<file path="src/rtl/mult_unit_ss.sv">
// Iterative radix-2 shift-add multiplier for MULT/MULTU.
// Operates on magnitudes; the sign is applied once in DONE.
module mult_unit_ss #(
  parameter int WIDTH = 32
) (
  input  logic             clk,
  input  logic             reset,
  input  logic             Start_mult,
  input  logic             is_signed,
  input  logic [WIDTH-1:0] SrcA,
  input  logic [WIDTH-1:0] SrcB,
  input  logic             MultFlush,
  output logic             mult_ready,
  output logic             busy,
  output logic [WIDTH-1:0] HI,
  output logic [WIDTH-1:0] LO
);

  localparam int CW = $clog2(WIDTH + 1);

  typedef enum logic [1:0] {
    IDLE,
    RUN,
    DONE
  } state_t;

  state_t             state;
  logic [WIDTH-1:0]   mcand;
  logic [WIDTH-1:0]   mplier;
  logic [2*WIDTH-1:0] acc;
  logic               neg;
  logic [CW-1:0]      cnt;

  logic [WIDTH-1:0]   abs_a;
  logic [WIDTH-1:0]   abs_b;
  logic [WIDTH:0]     sum;
  logic [2*WIDTH-1:0] res;

  always_comb begin
    abs_a = SrcA;
    abs_b = SrcB;
    if (is_signed && SrcA[WIDTH-1])
      abs_a = (~SrcA) + WIDTH'(1);
    if (is_signed && SrcB[WIDTH-1])
      abs_b = (~SrcB) + WIDTH'(1);
  end

  // carry bit rides above the upper half so the shift keeps it
  always_comb begin
    sum = {1'b0, acc[2*WIDTH-1:WIDTH]};
    if (mplier[0])
      sum = sum + {1'b0, mcand};
  end

  always_comb begin
    res = acc;
    if (neg)
      res = (~acc) + (2*WIDTH)'(1);
  end

  assign busy = (state != IDLE);

  always_ff @(posedge clk) begin
    if (!reset) begin
      state      <= IDLE;
      mcand      <= '0;
      mplier     <= '0;
      acc        <= '0;
      neg        <= 1'b0;
      cnt        <= '0;
      mult_ready <= 1'b0;
      HI         <= '0;
      LO         <= '0;
    end else begin
      mult_ready <= 1'b0;
      unique case (state)
        IDLE: begin
          if (Start_mult) begin
            mcand  <= abs_a;
            mplier <= abs_b;
            neg    <= is_signed
                    & (SrcA[WIDTH-1] ^ SrcB[WIDTH-1]);
            acc    <= '0;
            cnt    <= '0;
            state  <= RUN;
          end
        end
        RUN: begin
          if (MultFlush) begin
            state <= IDLE;
          end else begin
            acc    <= {sum, acc[WIDTH-1:1]};
            mplier <= mplier >> 1;
            cnt    <= cnt + CW'(1);
            if (cnt == CW'(WIDTH - 1))
              state <= DONE;
          end
        end
        DONE: begin
          state <= IDLE;
          if (!MultFlush) begin
            HI         <= res[2*WIDTH-1:WIDTH];
            LO         <= res[WIDTH-1:0];
            mult_ready <= 1'b1;
          end
        end
        default: state <= IDLE;
      endcase
    end
  end

endmodule

</file>
<file path="config.mk">
export PLATFORM = sky130hd
export DESIGN_NAME = mult_unit_ss
export DESIGN_NICKNAME = d
export VERILOG_FILES = /design/src/rtl/mult_unit_ss.sv
export SDC_FILE = /design/constraint.sdc
export NUM_CORES = 1
export LEC_CHECK = 0
export BUFFER_PORTS_ARGS = -buffer_cell sky130_fd_sc_hd__buf_2
export CAP_MARGIN = 20
export CORE_MARGIN = 1.5
export CORE_UTILIZATION = 45
export CTS_CLUSTER_DIAMETER = 200
export DETAILED_ROUTE_END_ITERATION = 8
export PLACE_DENSITY_LB_ADDON = 0.08
export SLEW_MARGIN = 20
export SYNTH_ARGS = -nofsm -noshare
export SYNTH_HDL_FRONTEND = slang
export SYNTH_SLANG_ARGS = --single-unit
</file>
<file path="constraint.sdc">
create_clock -name clk -period 2.9 [get_ports clk]
set_input_delay 0.29 -clock clk [delete_from_list [all_inputs] [get_ports clk]]
set_output_delay 0.29 -clock clk [all_outputs]
set_load 0.02 [all_outputs]
</file>
**Yosys cells after proc, flatten, opt, wreduce, memory -nomap -nowiden**

Index checks and enable logic that the tools add are counted.

- Register bits after elaboration: 202
- Bits of input ports: 69
- Output and inout bits: 66

- Add/sub/neg operators: 5
- Equality and inequality tests: 6
- Multiplexer cells: 18
- Bitwise logic cells: 6
- Reductions and logical operators: 10

Operators with widths:

| operator | number |
|---|---|
| $mux W64 | 3 |
| $mux W32 | 4 |
| $pmux W64 S2 | 1 |
| $add A32 B1 Y32 const B | 2 |
| $add A64 B1 Y64 const B | 1 |
| $not A32 Y32 | 2 |
| $not A64 Y64 | 1 |
| $pmux W32 S2 | 1 |
| $add A32 B32 Y33 | 1 |
| $mux W33 | 1 |
| $mux W6 | 2 |
| $pmux W6 S2 | 1 |
| $reduce_and A2 Y1 | 4 |
| $add A6 B1 Y6 const B | 1 |
| $eq A6 B5 Y1 const B | 1 |
| $mux W2 | 3 |
| $ne A2 B2 Y1 const B | 2 |
| $pmux W2 S2 | 1 |
| $reduce_bool A2 Y1 | 2 |
| $ne A3 B3 Y1 const B | 1 |
| $reduce_and A3 Y1 | 1 |
| $eq A2 B1 Y1 const B | 1 |
| $eq A2 B2 Y1 const B | 1 |
| $logic_and A1 B1 Y1 | 2 |
| 5 further kinds | 5 |

**Depth between registers and ports, before layout**

Gate-level depths: netlist of run 1.

- Depth in word-level cells: 5
- Gate-level depth with buffers: 11
- Gate-level depth less buffers: 11

**Least setup slack after synthesis of run 1**

Ideal clock, no wire load.

- Kind: reg2reg
- Start point: register acc[18]
- End point: register HI[27]
- Setup time: 0.125 ns
- Data arrival time: 2.635 ns
- Setup slack: 0.141 ns
- Stages on the path, launching flop included: 9
- Path buffers: 0
- Path through: dfxtp_1 -> or4_1 -> or3_4 -> or4b_4 -> nor3_4 -> nand2_2 -> o41ai_2 -> xor2_1 -> o21ai_1

- Word-level cells in the longest chain between the ends: 3

RTL lines:

| element | line | text |
|---|---|---|
| start: declaration | 30 | `logic [2*WIDTH-1:0] acc;` |
| start signal: assignment | 92 | `acc <= {sum, acc[WIDTH-1:1]};` |
| $not A64 Y64 | 58 | `res = (~acc) + (2*WIDTH)'(1);` |
| $add A64 B1 Y64 | 58 |  |
| $mux W64 | 57 | `if (neg)` |
| end signal: assignment | 102 | `HI <= res[2*WIDTH-1:WIDTH];` |
| end: declaration | 15 | `output logic [WIDTH-1:0] HI,` |

No other way between the ends.
A chain may end at the register's enable or synchronous reset.

**Worst setup path in the final report of run 1**

- Start point: register acc[24]
- End point: register HI[23]

Same word-level chain as after synthesis.

==> results of run 1 <==
[area by class of cell]
type / count / area, sq um / share of cell area (%)
Clock buffer: 32 / 659 / 4.60
Clock inverter: 8 / 183 / 1.27
Inverter: 28 / 105 / 0.733
Multi-Input combinational cell: 1192 / 7620 / 53.1
Sequential cell: 202 / 4050 / 28.2
Tap cell: 335 / 419 / 2.92
Timing Repair Buffer: 218 / 1320 / 9.18
[sequential cells by signal, summed over array words and instances, names as in the netlist]
name,flops
HI,32
neg,1
mult_ready,1
state,2
mcand,32
cnt,6
mplier,32
acc,64
LO,32
[path summary, 6_finish.rpt]
kind	end	slack, ns	cells after the start
setup reg to reg	HI[23]	0.1	8
setup / recovery	HI[23]	0.1	8
hold / removal	mcand[28]	0.05	3
hold reg to reg	HI[16]	0.45	2
[cell families (layout without fill, tap and decap cells)]
group                    Yosys count  count (layout)  synth area share (%)
AO/OA/AOI/OAI                    475             475                  25.8
XOR/XNOR                         144             144                  10.5
adder cells (fa/ha/maj)           37              37                  3.90
buffers and inverters            133             286                  4.14
flip-flops                       202             202                  33.5
multiplexers                       8               8                 0.664
AND/OR/NAND/NOR                  528             528                  21.5
[stage by stage]
stage | util (%) | std cells
6_report | 54.7 | 2015
5_1_grt | 54.7 | 2015
4_1_cts | 54.4 | 2013
3_5_place_dp | 51.2 | 1973
3_3_place_gp | 51.2 | 1973
2_1_floorplan | - | 1527
[metal layers]
layer | global-route usage [%] | share of wire (%) | vias to the layer above
met5 | 0 | 0 | -
met4 | 4.94 | 1.3 | 0
met3 | 2.64 | 4.9 | 34
met2 | 34.8 | 41 | 276
met1 | 36.0 | 53 | 5274
li1 | - | - | 5781
[cells in the mapped netlist, types with 36 or more instances]
master,n
sky130_fd_sc_hd__dfxtp_1,202
sky130_fd_sc_hd__nand2_1,187
sky130_fd_sc_hd__o21ai_0,136
sky130_fd_sc_hd__clkbuf_1,97
sky130_fd_sc_hd__a21oi_1,94
sky130_fd_sc_hd__xor2_1,89
sky130_fd_sc_hd__nor2_1,87
sky130_fd_sc_hd__nor2b_1,56
sky130_fd_sc_hd__xnor2_1,55
sky130_fd_sc_hd__nor3_1,37
sky130_fd_sc_hd__ha_1,36
sky130_fd_sc_hd__nand3_1,36
[critical path: stages, from the launching register on]
cell                      delay [ns]
sky130_fd_sc_hd__dfxtp_1        0.31
sky130_fd_sc_hd__or4_4          0.53
sky130_fd_sc_hd__or3_4          0.37
sky130_fd_sc_hd__or4b_4         0.59
sky130_fd_sc_hd__nor3_4         0.26
sky130_fd_sc_hd__nand2_2        0.12
sky130_fd_sc_hd__o31a_1         0.26
sky130_fd_sc_hd__xnor2_1        0.14
sky130_fd_sc_hd__o21ai_1        0.07
[report_power, final]
part           internal [uW]  leakage (uW)  switching [uW]
clock                   2040      0.000409            1200
sequential              2890       0.00164            86.3
combinational            390       0.00432             645
total                   5310       0.00637            1930
[timing repair]
| item | in CTS | in global routing |
|---|---|---|
| endpoints found under the setup margin | 1 | 8 |
| gates resized for setup | 1 | 13 |
| pin swaps | 0 | 5 |
| buffers inserted | 0 | 2 |
==> out/summary.txt, run 1 <==
=====================================================================================
Area of the placeable core                                               0.0262 sq mm
Starting utilization of the core area                                           46.0%
Number of maximum-capacitance violations                                            0
Hold-fix buffers, CTS                                                               0
Port Buffer Count                                                                 134
Count of final max-slew check failures                                              0
Clock root buffer                                                        sky130_fd_sc_hd__clkbuf_16
Largest driver fanout on the critical path                                          4
Pre-antenna DRT Iters                                                               7
Clock slew seen by the registers of the worst setup and hold paths            0.06 ns
Filler cell count in the final layout                                            2563
Minimum setup slack in the final design                                     0.0979 ns
Number of distinct library cells after synthesis                                   62
Startpoint of the most critical register-to-register path                     acc[24]
Insertion delay of the later-clocked pin in the worst-skew pair               0.53 ns
Routed via count                                                                11365
Pre-CTS setup slack                                                       0.000532 ns
Proportion of netlist area held by the largest area contributor                 33.5%
Required time at the worst-slack endpoint                                     3.28 ns
Category of the critical setup timing path                                    reg2reg
Failing checks                                                                    DRC
Maximum clock rate                                                            357 MHz
Post-place instance area                                                 0.0134 sq mm
Leakage power                                                              0.00637 uW
Post-route design area                                                   0.0143 sq mm
Synthesized area per cell                                                  7.90 sq um
Sum of negative setup slack                                                      0 ns
Total wire length                                                             33.5 mm
Final count of negative-setup-slack endpoints                                       0
Total global routing overflow                                                       0
Final critical path time including I/O delays and setup                       2.80 ns
Total power                                                                   7250 uW
Most used flip-flop cell after synthesis                                 sky130_fd_sc_hd__dfxtp_1
Final hold violations                                                               0
Pin count of the biggest net entering global routing                              108
Cell Pwr Density                                                          505 mW/mm^2
Syn nets                                                                         1633
Die W                                                                     167 microns
Net count, final                                                                 1771
Most frequent standard cell in the layout excluding fill and tap cells   sky130_fd_sc_hd__dfxtp_1
TritonCTS clock tree                                                             done
Max clock buf depth                                                                 3
Detailed Place HPWL                                                           24.2 mm
Highest-count cells in the layout ignoring fill and taps                 sky130_fd_sc_hd__dfxtp_1, sky130_fd_sc_hd__nand2_1, sky130_fd_sc_hd__o21ai_0, sky130_fd_sc_hd__buf_2, sky130_fd_sc_hd__a21oi_1
Routability-driven placement congestion ratio                                   0.910
Rows                                                                               59
Post-Syn Instances                                                               1527
CTS H-Tree Depth                                                                    1
Async set-or-reset flop fraction in the synthesized netlist                        0%
Share of the yosys chip area belonging to registers                             33.5%
Startpoint of the worst setup timing path                                     acc[24]
Total clock sinks                                                                 202
Type of the most critical hold path                                            in2reg
Peak supply drop                                                             0.461 mV
Worst-Margin Slew                                                            0.860 ns
Vertical die dimension                                                    167 microns
Ports                                                                             135
Post-DR vias/cell                                                                5.64
Post-synthesis instance area                                             0.0121 sq mm
Min-Delay Startpoint                                                         SrcA[28]
Global-route wire length before repair                                        53.9 mm
Fraction of layout cells with a size suffix above 1                             17.2%
Biggest area contributors in the synthesized netlist                     sky130_fd_sc_hd__dfxtp_1, sky130_fd_sc_hd__xor2_1, sky130_fd_sc_hd__nand2_1
Arrival time at the worst endpoint                                            3.18 ns
Number of global-route vias before repair                                       10239
Period utilization                                                              96.6%
Antenna diodes                                                                      0
Clock Skew                                                                  0.0166 ns
Sort of element at the end of the critical path                              register
Final worst hold slack                                                      0.0531 ns
Count of flip-flops with a built-in enable after synthesis                          0
Relative slew slack                                                             42.7%
Remaining number of nets flagged by the antenna check after routing                 0
Die ar.                                                                  0.0278 sq mm
Run status                                                               complete, but fails checks
Gr usage total                                                                  23.4%
Post-synthesis register bit count                                                 202
Syn. warnings                                                                       0
Average wire per cell in the routed design                               16.6 microns
Iteration-0 DRC Markers                                                           773
Critical Path Start Type                                                     register
CTS Buf Count                                                                      23
Number of antenna violations at the first check in global routing                   0
Area Overhead vs Synth                                                          18.9%
Largest area contributor in the synthesized netlist                      sky130_fd_sc_hd__dfxtp_1
Post-detailed-route DRC marker count                                               12
=====================================================================================
(Power assumes the default switching activity.)
==> run 2: changes to the inputs <==
--- a/config.mk
+++ b/config.mk
@@ -11,7 +11,7 @@
 export CORE_UTILIZATION = 45
 export CTS_CLUSTER_DIAMETER = 200
 export DETAILED_ROUTE_END_ITERATION = 8
-export PLACE_DENSITY_LB_ADDON = 0.08
+export PLACE_DENSITY_LB_ADDON = 0.05
 export SLEW_MARGIN = 20
 export SYNTH_ARGS = -nofsm -noshare
 export SYNTH_HDL_FRONTEND = slang
==> out/summary.txt, run 2 (synthesized netlist as in run 1, its figures left out) <==
=====================================================================================
Run status                                                               complete, but fails checks
Failing checks                                                                    DRC
Sum of negative setup slack                                                      0 ns   unchanged
Fraction of power consumed by sequential logic                                  41.9%   +0.9 points
Post-detailed-route DRC marker count                                               11   -1
Internal power contribution                                                   5130 uW   -3.4%
CTS H-Tree Depth                                                                    1   unchanged
CTS Buf Count                                                                      24   +4.3%
Pin count of the biggest net entering global routing                               56   -48%
Arrival time at the worst endpoint                                            3.20 ns   +0.02 ns
Clock slew seen by the registers of the worst setup and hold paths            0.06 ns   about the same
Total wire length                                                             33.5 mm   about the same
Delay of the slowest cell on the worst path                                   0.59 ns   about the same
Switching power as a share of total power                                       27.5%   +0.83 points
Power share of the clock group                                                  43.4%   -1.3 points
Area Overhead vs Synth                                                          18.2%
Hold-fix buffers, CTS                                                               0   unchanged
Largest driver fanout on the critical path                                          4   unchanged
Highest-count cells in the layout ignoring fill and taps                 sky130_fd_sc_hd__dfxtp_1, sky130_fd_sc_hd__nand2_1, sky130_fd_sc_hd__o21ai_0, sky130_fd_sc_hd__buf_2, sky130_fd_sc_hd__a21oi_1
Worst-Margin Slew                                                             1.03 ns   +0.167 ns
RSZ-0062 raised after global routing                                              yes
Detailed Place HPWL                                                           24.4 mm   +0.70%
Flip-flop count of the largest register, all copies and words added                64   unchanged
Pre-antenna DRT Iters                                                               9   +2
Area of the placeable core                                               0.0262 sq mm   unchanged
Max clock buf depth                                                                 3   unchanged
Number of antenna violations at the first check in global routing                   0   unchanged
Rows                                                                               59   unchanged
Gr usage total                                                                  23.4%   +0.045 points
Pre-CTS setup slack                                                        -0.0323 ns   -0.0328 ns
Final critical path time including I/O delays and setup                       2.79 ns   -0.00938 ns
Starting utilization of the core area                                           46.0%   unchanged
Remaining number of nets flagged by the antenna check after routing                 0   unchanged
Die ar.                                                                  0.0278 sq mm   unchanged
Total global routing overflow                                                       0   unchanged
Final hold violations                                                               0   unchanged
Post-Route Utilization                                                          54.4%   -0.34 points
Number of global-route vias before repair                                       10290   +0.50%
Iteration-0 DRC Markers                                                           791   +2.3%
Minimum setup slack in the final design                                      0.107 ns   +0.00938 ns
Category of the critical setup timing path                                    reg2reg
Type of the most critical hold path                                            in2reg
Cell Pwr Density                                                          497 mW/mm^2   -1.7%
Most flops, register                                                              acc
Insertion delay of the later-clocked pin in the worst-skew pair               0.53 ns   about the same
Critical Path Start Type                                                     register
Required time at the worst-slack endpoint                                     3.31 ns   +0.03 ns
Sort of element at the end of the critical path                              register
Routability-driven placement congestion ratio                                   0.947   +4.2%
Peak supply drop                                                             0.331 mV   -28%
CP max stage cell                                                        sky130_fd_sc_hd__or4b_4
Ports                                                                             135   unchanged
Vertical die dimension                                                    167 microns   unchanged
Global-route wire length before repair                                        54.0 mm   +0.19%
Net count, final                                                                 1768   -0.17%
Count of final max-slew check failures                                              0   unchanged
Placed instance count                                                            1970   -0.15%
Number of maximum-capacitance violations                                            0   unchanged
Net switching power figure                                                    1950 uW   +0.72%
Non-filler cells in the finished layout                                          2015   unchanged
Routed via count                                                                11471   +0.93%
Leakage power                                                              0.00633 uW   -0.64%
Period utilization                                                              96.3%   -0.32 points
Final count of negative-setup-slack endpoints                                       0   unchanged
Port Buffer Count                                                                 134   unchanged
Clock Skew                                                                  0.0122 ns   -0.00436 ns
TritonCTS clock tree                                                             done
Relative slew slack                                                             31.5%   -11 points
Cell-by-cell listing of the critical path                                or4_4 -> or3_4 -> or4b_4 -> nor3_4 -> nand2_2 -> o41ai_2 -> xor2_1 -> o21ai_1
Maximum clock rate                                                            358 MHz   +0.34%
Filler cell count in the final layout                                            2599   +1.4%
Most frequent standard cell in the layout excluding fill and tap cells   sky130_fd_sc_hd__dfxtp_1
Average wire per cell in the routed design                               16.6 microns   about the same
Antenna diodes                                                                      0   unchanged
Fraction of layout cells with a size suffix above 1                             17.1%   -0.12 points
Clock root buffer                                                        sky130_fd_sc_hd__clkbuf_16
Die W                                                                     167 microns   unchanged
Total clock sinks                                                                 202   unchanged
Post-DR vias/cell                                                                5.69   +0.93%
Portion of total power attributed to combinational logic                        14.6%   +0.3 points
=====================================================================================
## run 2: changes by cell type in the layout (fill, tap and decap cells not counted), sizes merged
cell    before  now
clkinv       1    7
clkbuf      32   34
inv         29   28
buf        218  214
bufinv       5    2
## run 2: layer usage
| metal | vias up | wire length, microns | global-route usage, % | share of wire (%) |
|---|---|---|---|---|
| met5 | - | 0 | 0 | 0 |
| met4 | 0 | 481 | 4.78 | 1.4 |
| met3 | 38 | 1860 | 2.97 | 5.5 |
| met2 | 317 | 13700 | 34.5 | 41 |
| met1 | 5348 | 17400 | 36.2 | 52 |
| li1 | 5768 | - | - | - |
## run 2: metrics by stage
stage / total power [uW] / hold slack (ns) / area [sq um]
after floorplan: 3710 / 0.426 / 12100
after global placement: 4050 / 0.430 / 13400
after detailed placement: 4060 / 0.438 / 13400
after CTS: 7150 / 0.0466 / 14200
after global routing: 7390 / 0.0847 / 14300
final: 7080 / 0.0607 / 14300
## run 2: final timing paths
path	from	to	slack [ns]	cells past startpoint
max	acc[24]	HI[27]	0.11	8
max reg2reg	acc[24]	HI[27]	0.11	8
min	SrcA[28]	mcand[28]	0.06	3
min reg2reg	HI[21]	HI[21]	0.44	2
## run 2: what timing repair did
item / 4_1_cts / 5_1_grt
endpoints found under the setup margin: 2 / 10
buffers inserted: 0 / 1
resized for setup: 2 / 10
pin swaps: 0 / 4
## run 2: power by group through the flow
stage | Combinational, uW | Clock, uW | Sequential (uW)
2_1_floorplan | 711 | 0 | 3000
5_1_grt | 1150 | 3260 | 2980
3_5_place_dp | 1030 | 0 | 3030
4_1_cts | 1030 | 3150 | 2970
6_report | 1040 | 3070 | 2970
3_3_place_gp | 1030 | 0 | 3020
## run 2: area by class of cell
cell class | count | area, sq um | area share [%]
Clock inverter | 10 | 118 | 0.825
Inverter | 28 | 105 | 0.737
Timing Repair Buffer | 214 | 1270 | 8.93
Clock buffer | 34 | 698 | 4.90
Sequential cell | 202 | 4050 | 28.4
Tap cell | 335 | 419 | 2.94
Multi-Input combinational cell | 1192 | 7600 | 53.3
## run 2: critical path: cells and delay by family (launching register included)
kind / cells / cell delay, ns
compound gates: 2 / 0.31
flops: 1 / 0.31
simple gates: 5 / 1.88
xor+xnor: 1 / 0.18
